### src/rtl/sram_input_streamer_pkg.sv
// Shared FSM encoding and header layout for the SRAM input streamer.
package sram_input_streamer_pkg;

    typedef logic [2:0] state_t;

    localparam state_t ST_IDLE   = 3'd0;
    localparam state_t ST_HDR0   = 3'd1;
    localparam state_t ST_HDR1   = 3'd2;
    localparam state_t ST_CHECK  = 3'd3;
    localparam state_t ST_STREAM = 3'd4;
    localparam state_t ST_DRAIN  = 3'd5;
    localparam state_t ST_DONE   = 3'd6;

    localparam int HDR_COUNT_OFS = 0;
    localparam int HDR_SIZE_OFS  = 1;
    localparam int DATA_OFS      = 2;

    // Largest word count that fits after the two header words.
    function automatic logic [31:0] max_total(input int addr_w);
        return (32'd1 << addr_w) - 32'd2;
    endfunction

endpackage

### src/rtl/sram_input_streamer_skid_fifo.sv
// Small power-of-two FIFO that absorbs words already in flight from the SRAM.
module stream_skid_fifo #(
    parameter int W     = 18,
    parameter int DEPTH = 2,
    localparam int PTR_W = $clog2(DEPTH)
) (
    input  logic             clk,
    input  logic             reset_b,
    input  logic             i_push,
    input  logic             i_pop,
    input  logic [W-1:0]     i_data,
    output logic [W-1:0]     o_data,
    output logic [PTR_W:0]   o_count,
    output logic             o_empty,
    output logic             o_full
);
    logic [W-1:0]     r_mem [DEPTH];
    logic [PTR_W-1:0] r_wr_ptr;
    logic [PTR_W-1:0] r_rd_ptr;
    logic [PTR_W:0]   r_count;
    logic             w_do_push;
    logic             w_do_pop;

    assign o_empty   = (r_count == '0);
    assign o_full    = (r_count == (PTR_W+1)'(DEPTH));
    assign o_count   = r_count;
    assign o_data    = r_mem[r_rd_ptr];
    assign w_do_pop  = i_pop && !o_empty;
    assign w_do_push = i_push && (!o_full || w_do_pop);

    always_ff @(posedge clk or negedge reset_b) begin
        if (!reset_b) begin
            r_wr_ptr <= '0;
            r_rd_ptr <= '0;
            r_count  <= '0;
            for (int i = 0; i < DEPTH; i++) r_mem[i] <= '0;
        end else begin
            if (w_do_push) begin
                r_mem[r_wr_ptr] <= i_data;
                r_wr_ptr        <= r_wr_ptr + PTR_W'(1);
            end
            if (w_do_pop) r_rd_ptr <= r_rd_ptr + PTR_W'(1);
            case ({w_do_push, w_do_pop})
                2'b10:   r_count <= r_count + (PTR_W+1)'(1);
                2'b01:   r_count <= r_count - (PTR_W+1)'(1);
                default: r_count <= r_count;
            endcase
        end
    end

endmodule

### src/rtl/sram_input_streamer.sv
// Reads a two-word header from input SRAM and streams count*size words downstream.
// Optional stall counter port stall_cycles is built when INPUT_STREAMER_PERF_EN is defined.
module sram_input_streamer
    import sram_input_streamer_pkg::*;
#(
    parameter int ADDR_W     = 12,
    parameter int DATA_W     = 16,
    parameter int BASE_ADDR  = 0,
    parameter int FIFO_DEPTH = 2
) (
    input  logic              clk,
    input  logic              reset_b,
    input  logic              start,
    output logic              busy,
    output logic              done,
    output logic              err,
    output logic [ADDR_W-1:0] sram_read_address,
    input  logic [DATA_W-1:0] sram_read_data,
    output logic              hdr_valid,
    output logic [DATA_W-1:0] num_inputs,
    output logic [DATA_W-1:0] input_size,
    // Stream handshake: a word transfers on any cycle with out_valid && out_ready;
    // while out_valid is high and out_ready low, data/last/eos hold steady.
    output logic              out_valid,
    input  logic              out_ready,
    output logic [DATA_W-1:0] out_data,
    output logic              out_last,
    output logic              out_eos,
`ifdef INPUT_STREAMER_PERF_EN
    output logic [15:0]       stall_cycles,
`endif
    output state_t            dbg_state
);
    localparam int          CNT_W     = $clog2(FIFO_DEPTH) + 1;
    localparam logic [31:0] MAX_TOTAL = max_total(ADDR_W);

    state_t            r_state;
    state_t            w_next_state;
    logic [ADDR_W-1:0] r_rd_ptr;
    logic [ADDR_W-1:0] r_issue_left;
    logic [DATA_W-1:0] r_vec_idx;
    logic [DATA_W-1:0] r_num_inputs;
    logic [DATA_W-1:0] r_input_size;
    logic              r_hdr_valid;
    logic              r_err;
    logic              r_tag;
    logic              r_tag_last;
    logic              r_tag_eos;
    logic [31:0]       w_total;
    logic              w_check_go;
    logic              w_credit;
    logic              w_issue;
    logic              w_issue_last;
    logic              w_issue_eos;
    logic [DATA_W-1:0] w_vec_base;
    logic              w_pop;
    logic [CNT_W-1:0]  w_count;
    logic              w_empty;
    logic              w_full;
    logic [DATA_W+1:0] w_fifo_out;

    // Size word is still on the SRAM data bus during CHECK.
    assign w_total    = 32'(r_num_inputs) * 32'(sram_read_data);
    assign w_check_go = (w_total != 32'd0) && (w_total <= MAX_TOTAL);
    assign w_pop      = out_valid && out_ready;
    // Count a popping slot as free so a held-high out_ready sustains one word per cycle.
    assign w_credit   = (int'(w_count) + int'(r_tag) - int'(w_pop)) < FIFO_DEPTH;
    assign w_issue    = ((r_state == ST_CHECK) && w_check_go) ||
                        ((r_state == ST_STREAM) && w_credit && (r_issue_left != '0));
    assign w_vec_base = (r_state == ST_CHECK) ? '0 : r_vec_idx;

    always_comb begin
        w_issue_last = 1'b0;
        w_issue_eos  = 1'b0;
        if (r_state == ST_CHECK) begin
            w_issue_last = (sram_read_data == DATA_W'(1));
            w_issue_eos  = (w_total == 32'd1);
        end else begin
            w_issue_last = (r_vec_idx == r_input_size - DATA_W'(1));
            w_issue_eos  = (r_issue_left == ADDR_W'(1));
        end
    end

    always_comb begin
        case (r_state)
            ST_HDR1:   sram_read_address = ADDR_W'(BASE_ADDR + HDR_SIZE_OFS);
            ST_CHECK:  sram_read_address = w_check_go ? ADDR_W'(BASE_ADDR + DATA_OFS)
                                                      : ADDR_W'(BASE_ADDR + HDR_SIZE_OFS);
            ST_STREAM: sram_read_address = r_rd_ptr;
            ST_DRAIN:  sram_read_address = r_rd_ptr;
            default:   sram_read_address = ADDR_W'(BASE_ADDR + HDR_COUNT_OFS);
        endcase
    end

    always_comb begin
        w_next_state = r_state;
        case (r_state)
            ST_IDLE:   if (start) w_next_state = ST_HDR0;
            ST_HDR0:   w_next_state = ST_HDR1;
            ST_HDR1:   w_next_state = ST_CHECK;
            ST_CHECK: begin
                if (!w_check_go)            w_next_state = ST_DONE;
                else if (w_total == 32'd1)  w_next_state = ST_DRAIN;
                else                        w_next_state = ST_STREAM;
            end
            ST_STREAM: if (w_issue && (r_issue_left == ADDR_W'(1))) w_next_state = ST_DRAIN;
            ST_DRAIN:  if (w_pop && out_eos) w_next_state = ST_DONE;
            ST_DONE:   w_next_state = ST_IDLE;
            default:   w_next_state = ST_IDLE;
        endcase
    end

    always_ff @(posedge clk or negedge reset_b) begin
        if (!reset_b) begin
            r_state      <= ST_IDLE;
            r_rd_ptr     <= '0;
            r_issue_left <= '0;
            r_vec_idx    <= '0;
            r_num_inputs <= '0;
            r_input_size <= '0;
            r_hdr_valid  <= 1'b0;
            r_err        <= 1'b0;
            r_tag        <= 1'b0;
            r_tag_last   <= 1'b0;
            r_tag_eos    <= 1'b0;
        end else begin
            r_state    <= w_next_state;
            r_tag      <= w_issue;
            r_tag_last <= w_issue && w_issue_last;
            r_tag_eos  <= w_issue && w_issue_eos;
            if ((r_state == ST_IDLE) && start) begin
                r_err       <= 1'b0;
                r_hdr_valid <= 1'b0;
            end
            if (r_state == ST_HDR1) r_num_inputs <= sram_read_data;
            if (r_state == ST_CHECK) begin
                r_input_size <= sram_read_data;
                r_hdr_valid  <= 1'b1;
                if (w_total > MAX_TOTAL) r_err <= 1'b1;
            end
            if (w_issue) begin
                if (r_state == ST_CHECK) begin
                    r_rd_ptr     <= ADDR_W'(BASE_ADDR + DATA_OFS + 1);
                    r_issue_left <= ADDR_W'(w_total - 32'd1);
                end else begin
                    r_rd_ptr     <= r_rd_ptr + ADDR_W'(1);
                    r_issue_left <= r_issue_left - ADDR_W'(1);
                end
                r_vec_idx <= w_issue_last ? '0 : w_vec_base + DATA_W'(1);
            end
        end
    end

    stream_skid_fifo #(
        .W     (DATA_W + 2),
        .DEPTH (FIFO_DEPTH)
    ) u_fifo (
        .clk     (clk),
        .reset_b (reset_b),
        .i_push  (r_tag),
        .i_pop   (w_pop),
        .i_data  ({r_tag_last, r_tag_eos, sram_read_data}),
        .o_data  (w_fifo_out),
        .o_count (w_count),
        .o_empty (w_empty),
        .o_full  (w_full)
    );

    assign out_valid  = !w_empty;
    assign out_last   = w_fifo_out[DATA_W+1];
    assign out_eos    = w_fifo_out[DATA_W];
    assign out_data   = w_fifo_out[DATA_W-1:0];
    assign busy       = (r_state != ST_IDLE) && (r_state != ST_DONE);
    assign done       = (r_state == ST_DONE);
    assign err        = r_err;
    assign hdr_valid  = r_hdr_valid;
    assign num_inputs = r_num_inputs;
    assign input_size = r_input_size;
    assign dbg_state  = r_state;

`ifdef INPUT_STREAMER_PERF_EN
    logic [15:0] r_stall_cycles;

    always_ff @(posedge clk or negedge reset_b) begin
        if (!reset_b) begin
            r_stall_cycles <= '0;
        end else if ((r_state == ST_IDLE) && start) begin
            r_stall_cycles <= '0;
        end else if (busy && out_valid && !out_ready && (r_stall_cycles != 16'hFFFF)) begin
            r_stall_cycles <= r_stall_cycles + 16'd1;
        end
    end

    assign stall_cycles = r_stall_cycles;
`endif

endmodule

### config.mk
export PLATFORM = sky130hd
export DESIGN_NAME = sram_input_streamer
export DESIGN_NICKNAME = d
export VERILOG_FILES = /design/src/rtl/sram_input_streamer_pkg.sv /design/src/rtl/sram_input_streamer_skid_fifo.sv /design/src/rtl/sram_input_streamer.sv
export SDC_FILE = /design/constraint.sdc
export NUM_CORES = 1
export LEC_CHECK = 0
export CELL_PAD_IN_SITES_DETAIL_PLACEMENT = 1
export CELL_PAD_IN_SITES_GLOBAL_PLACEMENT = 1
export CORE_MARGIN = 2
export CORE_UTILIZATION = 50
export DETAILED_ROUTE_END_ITERATION = 16
export PLACE_DENSITY = 0.95
export SYNTH_ARGS = -nofsm -noshare
export SYNTH_HDL_FRONTEND = slang
export SYNTH_HIERARCHICAL = 1
export SYNTH_SLANG_ARGS = --single-unit
export TNS_END_PERCENT = 100
### constraint.sdc
create_clock -name clk -period 32.2 [get_ports clk]
set_clock_uncertainty 0.2 [all_clocks]
set_input_delay 6.44 -clock clk [delete_from_list [all_inputs] [get_ports clk]]
set_output_delay 6.44 -clock clk [all_outputs]
set_load 0.01 [all_outputs]
==> results.py <==
metrics = {
    "status": {
        "status": "finished, final reports clean",
    },
    "finish": {
        "seqCellArea_um2": 3000,
        "layoutNonFillerInstCount": 2155,
        "n_antenna_cell": 0,
        "drive_gt1_frac": 0.0785,
        "multiInputGateArea_um2": 11300,
        "syn2layout_area_growth_pct": 10.7,
        "nets": 2075,
        "nFillCells": 3470,
    },
    "logic_synthesis": {
        "syn_nets": 2046,
        "netlist_instances": 1717,
        "synth_area_um2": 15500,
        "syn_area_per_cell_um2": 9.01,
        "yosysWarnings": 6,
    },
    "sta": {
        "final-hold-violation-count": 0,
        "postLayoutSetupSlackWorst_ps": 10790,
        "drv_slew": 0,
        "max_freq_mhz": 46.7,
        "setup_tns_ps": 0,
        "rsz0062_at_grt": "no",
        "layout_min_cycle_time_ps": 21410,
        "max_slew_margin": 0.148,
        "setup_viol": 0,
        "post-route-period-util": 0.665,
        "worstMarginPinSlew_ps": 1270,
    },
    "routing": {
        "wl_um": 52900,
        "viasPerCell": 6.18,
        "dr.pass1.iters": 5,
        "ant_nets": 0,
        "vias": 13300,
        "detail_route.wl_per_cell_um": 24.6,
        "drc": 0,
        "drt_iter0_drc": 1121,
    },
    "critical_path": {
        "worstSetupPathType": "in -> out",
        "crit_path_start_kind": "primary input",
        "r2r_cells": 21,
        "crit_end": "sram_read_address[1]",
        "end_kind": "primary output",
        "cp_common_cell": "fa_1",
        "cpMaxStageDelayCell": "clkdlybuf4s50_1",
        "path_cells": "clkdlybuf4s50_1, nand2_1, fa_1, fa_1, fa_1, fa_1, fa_1, fa_1, inv_1, ha_1, a21oi_1, o21ai_0, or3_1, a2111oi_4, nand3_2, nor4b_2, and2_1, a21o_1, clkdlybuf4s50_1",
        "crit_start": "sram_read_data[8]",
        "arrival_ps": 14770,
        "worstPathRequired_ps": 25560,
        "reg2reg_slack_ps": 23640,
        "max_stage_delay_ps": 1320,
        "cp_max_fo": 21,
        "rr_startpoint": "num_inputs[5]$_DFFE_PN0P_",
        "r2r_end": "r_vec_idx[10]$_DFFE_PN0P_",
    },
    "cts": {
        "post_cts_buffers": 0,
        "cts_buffers": 17,
        "cts-root-buf": "clkbuf_16",
        "cts_tree": "built",
        "ctsLongestPathBuffers": 2,
        "cts_resized": 0,
        "cts_max_level": 4,
        "postCtsHoldBufs": 0,
        "numClockSinks": 120,
        "clk_pin_slew_worst_paths_ps": 60,
        "clk_latency_ps": 450,
    },
    "floorplan": {
        "initial_core_util": 0.507,
        "fp.coreArea_um2": 30500,
        "io_pins": 90,
        "die_w_um": 180,
        "die_height_um": 180,
        "die-area_um2": 32400,
        "num_rows": 64,
    },
    "global_routing": {
        "grt.overflow.total": 0,
        "grt_pass1_vias": 15400,
        "grt_max_degree": 62,
        "antenna_found_initial": 1,
        "grt_pass1_wl_um": 85100,
        "track_usage": 0.337,
    },
    "run": {
        "drv_cap": 0,
    },
    "place": {
        "place_inst": 2123,
        "gp_congestion": 0.909,
        "place_worst_setup_slack_ps": 10930,
        "dp_hpwl_um": 38800,
        "io_buffers": 89,
    },
    "min_path": {
        "hp-class": "reg -> reg",
    },
}
==> worst min path at each step <==
stage          slack, ps                         start  cells past startpoint                            to
6_report             300     r_vec_idx[15]$_DFFE_PN0P_                      1     r_vec_idx[15]$_DFFE_PN0P_
5_1_grt              330  u_fifo/r_mem[35]$_DFFE_PN0P_                      1  u_fifo/r_mem[35]$_DFFE_PN0P_
4_1_cts              310  u_fifo/r_mem[29]$_DFFE_PN0P_                      1  u_fifo/r_mem[29]$_DFFE_PN0P_
3_5_place_dp         290          r_tag_last$_DFF_PN0_                      1  u_fifo/r_mem[35]$_DFFE_PN0P_
3_3_place_gp         280          r_tag_last$_DFF_PN0_                      1  u_fifo/r_mem[17]$_DFFE_PN0P_
2_1_floorplan        270     r_vec_idx[15]$_DFFE_PN0P_                      1     r_vec_idx[15]$_DFFE_PN0P_
==> worst max-delay path: cells and delay by family <==
family / cells / cell delay, ps
simple gates: 5 / 1710
fa+ha+maj: 7 / 3620
buf+inv: 3 / 1900
compound gates: 4 / 1090
==> stage by stage <==
| step | area, um2 | util | hold slack (ps) |
|---|---|---|---|
| 6_report | 17100 | 0.562 | 303 |
| 4_1_cts | 17100 | 0.562 | 310 |
| 3_5_place_dp | 16600 | 0.543 | 294 |
| 5_1_grt | 17100 | 0.562 | 331 |
| 2_1_floorplan | 15500 | - | 265 |
| 3_3_place_gp | 16600 | 0.543 | 277 |
==> cell usage in the layout, fill, tap and decap left out, drive strengths merged, types with 10 or more instances in the layout <==
cell,count
and2,121
clkdlybuf4s50,88
a21oi,58
ha,114
nor2,80
mux2,72
dfrtp,120
xnor2,31
nand3,25
clkbuf,17
clkinv,10
nor3,22
nor2b,12
nand2b,16
nand2,257
fa,195
inv,222
o21ai,71
a31oi,10
xor2,25
buf,14
nand4,15
==> flip-flops by register name, summed over array words and instances, names as in the netlist <==
signal / flops
u_fifo/r_mem: 36
input_size: 16
num_inputs: 16
r_vec_idx: 16
r_issue_left: 12
r_rd_ptr: 12
dbg_state: 3
u_fifo/o_count: 2
err: 1
hdr_valid: 1
r_tag: 1
r_tag_eos: 1
r_tag_last: 1
u_fifo/r_rd_ptr: 1
u_fifo/r_wr_ptr: 1
==> final cells by class <==
type                    instances  area share
well taps                     396      0.0289
clock buffers                  17      0.0248
repair buffers                102      0.0576
inverters                     218      0.0481
clock inverters                15     0.00825
multi-input cells            1287       0.657
flip-flops and latches        120       0.175
==> per-layer routing <==
metal | share of wire | vias up | global-route usage | wire length [um]
met4 | 0.050 | 0 | 0.178 | 2640
met2 | 0.51 | 620 | 0.590 | 27000
li1 | - | 5646 | - | -
met1 | 0.37 | 6850 | 0.392 | 19500
met5 | 0 | - | 0 | 0
met3 | 0.073 | 208 | 0.0636 | 3850
Power is left out: the tool's default activity adds up to more than one toggle a clock period on the data nets, which glitch-free logic cannot reach.
